**config.mk**
```make
export PLATFORM = sky130hd
export DESIGN_NAME = sys_pio_edge_in
export DESIGN_NICKNAME = d
export VERILOG_FILES = /design/src/rtl/sys_pio_pkg.sv /design/src/rtl/sys_pio_debounce_bit.sv /design/src/rtl/sys_pio_edge_in.sv
export SDC_FILE = /design/constraint.sdc
export NUM_CORES = 1
export LEC_CHECK = 0
export CAP_MARGIN = 40
export CORE_ASPECT_RATIO = 0.6
export CORE_MARGIN = 4
export CORE_UTILIZATION = 35
export DETAILED_ROUTE_END_ITERATION = 7
export SLEW_MARGIN = 20
export SYNTH_ARGS = -nofsm -noshare
export SYNTH_HDL_FRONTEND = slang
export SYNTH_SLANG_ARGS = --single-unit
```
**constraint.sdc**
```tcl
create_clock -name clk -period 3.7 [get_ports clk]
set_input_delay 0.37 -clock clk [delete_from_list [all_inputs] [get_ports clk]]
set_output_delay 0.37 -clock clk [all_outputs]
set_load 0.02 [all_outputs]
```
**src/rtl/sys_pio_pkg.sv**
```systemverilog
// Shared register map and IRQ mode encodings for the edge-capturing PIO input block.
package sys_pio_pkg;

  localparam logic [2:0] ADDR_DATA      = 3'd0;
  localparam logic [2:0] ADDR_RSVD      = 3'd1;
  localparam logic [2:0] ADDR_IRQ_MASK  = 3'd2;
  localparam logic [2:0] ADDR_EDGE_CAP  = 3'd3;
  localparam logic [2:0] ADDR_RISE_EN   = 3'd4;
  localparam logic [2:0] ADDR_FALL_EN   = 3'd5;
  localparam logic [2:0] ADDR_IRQ_MODE  = 3'd6;
  localparam logic [2:0] ADDR_DB_LIMIT  = 3'd7;

  typedef enum logic {
    IRQ_MODE_LEVEL = 1'b0,
    IRQ_MODE_EDGE  = 1'b1
  } irq_mode_e;

  // Per-bit interrupt source: latched edge or live filtered level.
  function automatic logic irq_src(input irq_mode_e mode, input logic cap, input logic lvl);
    return (mode == IRQ_MODE_EDGE) ? cap : lvl;
  endfunction

endpackage

```
**src/rtl/sys_pio_debounce_bit.sv**
```systemverilog
// One-bit debounce filter: output toggles once the synchronized input has
// disagreed with it for db_limit+1 consecutive cycles; any agreement restarts the count.
module sys_pio_debounce_bit #(
  parameter int DB_CNT_W = 16
) (
  input  logic                clk,
  input  logic                reset_n,
  input  logic                sync,
  input  logic [DB_CNT_W-1:0] db_limit,
  output logic                filt
);

  logic [DB_CNT_W-1:0] cnt;

  always_ff @(posedge clk or negedge reset_n) begin
    if (!reset_n) begin
      cnt  <= '0;
      filt <= 1'b0;
    end else if (sync == filt) begin
      cnt <= '0;
    end else if (cnt == db_limit) begin
      filt <= ~filt;
      cnt  <= '0;
    end else begin
      cnt <= cnt + DB_CNT_W'(1);
    end
  end

endmodule

```
**src/rtl/sys_pio_edge_in.sv**
```systemverilog
// Avalon-MM PIO input with synchronizer, edge capture (W1C) and level/edge IRQ; readdata has 1-cycle latency.
// Optional per-bit debounce filter enabled by macro SYS_PIO_DEBOUNCE_EN (default build: filt = sync).
module sys_pio_edge_in
  import sys_pio_pkg::*;
#(
  parameter int WIDTH       = 32,
  parameter int SYNC_STAGES = 2,
  parameter int DB_CNT_W    = 16
) (
  input  logic             clk,
  input  logic             reset_n,
  input  logic [2:0]       address,
  input  logic             chipselect,
  input  logic             write_n,
  input  logic [31:0]      writedata,
  output logic [31:0]      readdata,
  input  logic [WIDTH-1:0] in_port,
  output logic             irq
);

  logic [WIDTH-1:0] sync_q [SYNC_STAGES];
  logic [WIDTH-1:0] sync;
  logic [WIDTH-1:0] filt;
  logic [WIDTH-1:0] filt_d;
  logic [WIDTH-1:0] irq_mask;
  logic [WIDTH-1:0] edge_cap;
  logic [WIDTH-1:0] rise_en;
  logic [WIDTH-1:0] fall_en;
  logic [WIDTH-1:0] irq_mode;
  logic [WIDTH-1:0] cap_set;
  logic [WIDTH-1:0] cap_clr;
  logic [WIDTH-1:0] irq_vec;
  logic [31:0]      rd_mux;
  logic             wr;
  logic             unused_wdata;

  assign wr           = chipselect & ~write_n;
  assign unused_wdata = ^writedata;

  always_ff @(posedge clk or negedge reset_n) begin
    if (!reset_n) begin
      for (int s = 0; s < SYNC_STAGES; s++) sync_q[s] <= '0;
    end else begin
      sync_q[0] <= in_port;
      for (int s = 1; s < SYNC_STAGES; s++) sync_q[s] <= sync_q[s-1];
    end
  end

  assign sync = sync_q[SYNC_STAGES-1];

`ifdef SYS_PIO_DEBOUNCE_EN
  logic [DB_CNT_W-1:0] db_limit;

  always_ff @(posedge clk or negedge reset_n) begin
    if (!reset_n) begin
      db_limit <= '0;
    end else if (wr && address == ADDR_DB_LIMIT) begin
      db_limit <= writedata[DB_CNT_W-1:0];
    end
  end

  for (genvar gi = 0; gi < WIDTH; gi++) begin : g_db
    sys_pio_debounce_bit #(.DB_CNT_W(DB_CNT_W)) u_db (
      .clk      (clk),
      .reset_n  (reset_n),
      .sync     (sync[gi]),
      .db_limit (db_limit),
      .filt     (filt[gi])
    );
  end
`else
  assign filt = sync;
`endif

  // A set event in the same cycle as a W1C clear wins.
  assign cap_set = (filt & ~filt_d & rise_en) | (~filt & filt_d & fall_en);
  assign cap_clr = (wr && address == ADDR_EDGE_CAP) ? writedata[WIDTH-1:0] : '0;

  always_ff @(posedge clk or negedge reset_n) begin
    if (!reset_n) begin
      filt_d   <= '0;
      irq_mask <= '0;
      edge_cap <= '0;
      rise_en  <= '0;
      fall_en  <= '0;
      irq_mode <= '0;
      readdata <= '0;
    end else begin
      filt_d   <= filt;
      edge_cap <= (edge_cap & ~cap_clr) | cap_set;
      readdata <= rd_mux;
      if (wr && address == ADDR_IRQ_MASK) irq_mask <= writedata[WIDTH-1:0];
      if (wr && address == ADDR_RISE_EN)  rise_en  <= writedata[WIDTH-1:0];
      if (wr && address == ADDR_FALL_EN)  fall_en  <= writedata[WIDTH-1:0];
      if (wr && address == ADDR_IRQ_MODE) irq_mode <= writedata[WIDTH-1:0];
    end
  end

  always_comb begin
    rd_mux = '0;
    case (address)
      ADDR_DATA:     rd_mux[WIDTH-1:0] = filt;
      ADDR_IRQ_MASK: rd_mux[WIDTH-1:0] = irq_mask;
      ADDR_EDGE_CAP: rd_mux[WIDTH-1:0] = edge_cap;
      ADDR_RISE_EN:  rd_mux[WIDTH-1:0] = rise_en;
      ADDR_FALL_EN:  rd_mux[WIDTH-1:0] = fall_en;
      ADDR_IRQ_MODE: rd_mux[WIDTH-1:0] = irq_mode;
`ifdef SYS_PIO_DEBOUNCE_EN
      ADDR_DB_LIMIT: rd_mux[DB_CNT_W-1:0] = db_limit;
`endif
      default:       rd_mux = '0;
    endcase
  end

  always_comb begin
    irq_vec = '0;
    for (int i = 0; i < WIDTH; i++) begin
      irq_vec[i] = irq_mask[i] & irq_src(irq_mode_e'(irq_mode[i]), edge_cap[i], filt[i]);
    end
    irq = |irq_vec;
  end

endmodule

```
==> impl_metrics.json <==
{
  "io_pins": 104,
  "fin_skew_ps": 10.16,
  "cp.arrival_ps": 2920,
  "critical_path_class": "reg2out",
  "grt_pass1_vias": 7278,
  "grt_max_degree": 100,
  "num-nets-final": 990,
  "synthFlopType": "dfrtp_1",
  "final-hold-violation-count": 0,
  "clk_latency_ps": 550,
  "timing.final.ws_setup_ps": 406.0,
  "hold-path-endpoint": "sync_q[43]",
  "io_buffers": 103,
  "synth.yosys.warnings": 0,
  "finalSetupViolCount": 0,
  "cts_resized": 0,
  "syn_inst": 810,
  "grt_use_total_pct": 15.90,
  "synth-seq-cells": 288,
  "hold_path_depth": 1,
  "rsz0062_at_grt": "false",
  "start_kind": "flop",
  "end_kind": "primary output",
  "core_um2": 31340,
  "synth.distinct_cells": 23,
  "insertedDiodeCount": 0,
  "worstPathMaxFanout": 3,
  "cts_tree": "built",
  "clockBufferDepth": 3,
  "min_period_over_period_pct": 89.03,
  "grt-ovfl-total": 0,
  "syn_to_final_growth_pct": 22.19,
  "dr.pass1.iters": 5,
  "synth_edf_count": 0,
  "routedWlPerCell_um": 20.65,
  "drt-vias-per-instance": 5.329,
  "holdBufCountCts": 1,
  "antenna_found_initial": 1,
  "ant_nets": 0,
  "drv_slew": 0,
  "reg2reg_from": "filt[1]",
  "clkTransAtPathRegs_ps": 70,
  "postSynthAreaPerCell_um2": 13.83,
  "htree_levels": 1,
  "hpwlAfterDp_mm": 17.30,
  "crit_slowest_cell": "or4_1",
  "worst_r2r_endpoint": "readdata[1]",
  "worst_slew_pin_slew_ps": 760.1,
  "pre_cts_slack_ps": 968.9,
  "dr_total_vias": 7221,
  "layout_common_cells": "288 x dfrtp_1, 112 x a22oi_1, 102 x clkdlybuf4s50_1",
  "r2r_slack_ps": 2630,
  "slowest_delay_ps": 620,
  "status": "finished clean",
  "post_cts.repair.setup_buffers": 0,
  "clock-sinks": 288,
  "post-route-util_pct": 43.68,
  "crit_chain": "mux2_2 > a22oi_1 > nand4_1 > or4_1 > clkdlybuf4s50_1",
  "final_common_cell": "dfrtp_1",
  "initial_core_util_pct": 35.75,
  "layout-drive-gt1-share_pct": 17.57,
  "syn_area_um2": 11200,
  "first_iter_violations": 595,
  "power.density_nw_per_um2": 576.5,
  "worst_r2r_path_depth": 2,
  "drcViolationCount": 0,
  "ir_drop_mv": 0.3125,
  "die_h_um": 146.6,
  "numCtsBuffers": 27,
  "worstHoldStart": "in_port[11]",
  "wirelength_mm": 27.98,
  "p_leak_uw": 0.005723,
  "routabilityCongestion": 0.7841,
  "cts_root_buf": "clkbuf_16",
  "dieArea_um2": 35030,
  "core.rowCount": 50,
  "finalSetupTns_ps": 0,
  "syn_nets": 881,
  "crit_required_ps": 3330,
  "slew_headroom_pct": 49.33,
  "ys_async_sr_fraction_pct": 100.0,
  "synth_seq_area_share_pct": 64.32,
  "drv_cap": 0,
  "hold_class": "in2reg",
  "die_x_um": 239.0,
  "fmax_ghz": 0.3036,
  "grt_pass1_wl_mm": 43.89,
  "min_period_ps": 3294
}
[per-stage QoR]
| stage | cells | hold WS (ps) | total power (uW) | cell area, um2 |
|---|---|---|---|---|
| final | 1355 | 256.2 | 7892 | 13690 |
| after global routing | 1355 | 233.7 | 8281 | 13690 |
| after CTS | 1355 | 226.3 | 7984 | 13690 |
| after detailed placement | 1305 | 334.7 | 5160 | 12790 |
| after global placement | 1305 | 333.1 | 5130 | 12790 |
| after floorplan | 810 | 74.41 | 4595 | 11200 |
[cell type report]
class	instances	area, um2
repair buffers	121	1236
flip-flops and latches	288	7207
clock inverters	10	103.9
multi-input cells	481	3832
well taps	416	520.5
clock buffers	39	790.8
fillers	2829	17650
[where the power goes]
| group | internal, uW | switching (uW) |
|---|---|---|
| registers | 3630 | 363 |
| logic | 590 | 516 |
| clock network | 1620 | 1170 |
| total | 5840 | 2050 |
[how the worst max path moves through the flow]
stage | start | end | slack (ps)
after floorplan | irq_mode[16] | irq | 1760
after detailed placement | irq_mode[26] | irq | 970
final | irq_mode[26] | irq | 410
after CTS | irq_mode[16] | irq | 370
after global placement | irq_mode[26] | irq | 960
after global routing | filt[21] | irq | 250
[logic make-up after synthesis]
family          Yosys count  synth area share, %
compound gates          145                9.693
buf+inv                  41                1.776
flops                   288                64.32
mux                     160                16.08
simple gates            176                8.130
[registers in the layout, summed over array words and instances (netlist names)]
register / count
irq_mode: 32
sync_q: 32
irq_mask: 32
rise_en: 32
fall_en: 32
readdata: 32
filt_d: 32
filt: 32
edge_cap: 32
[critical path, delay by kind of cell, from the launching register on]
family	cells	cell delay, ps
AOI/OAI and AO/OA	1	360
buffers and inverters	1	580
muxes	1	330
and+or+nand+nor	2	740
DFF	1	360
[cells in the mapped netlist (4+ instances only)]
cell type,instances,area [um2]
a22oi_1,112,840.8
buf_1,7,26.28
buf_2,9,45.04
clkbuf_1,19,71.32
dfrtp_1,288,7207
mux2_1,66,743.2
mux2_2,94,1059
nand2_1,66,247.7
nand3_1,64,320.3
nand3b_1,32,240.2
nand4_1,4,25.02
o211ai_1,31,232.7
[layer usage]
metal  track usage, %  vias up  share of wire, %
li1                 -     3237                 -
met1            24.27     3706                48
met2            23.08      229                43
met3            3.757       47               6.4
met4            3.459        2               2.0
met5                0        -             0.046
Power figures use the tool's default switching activity.
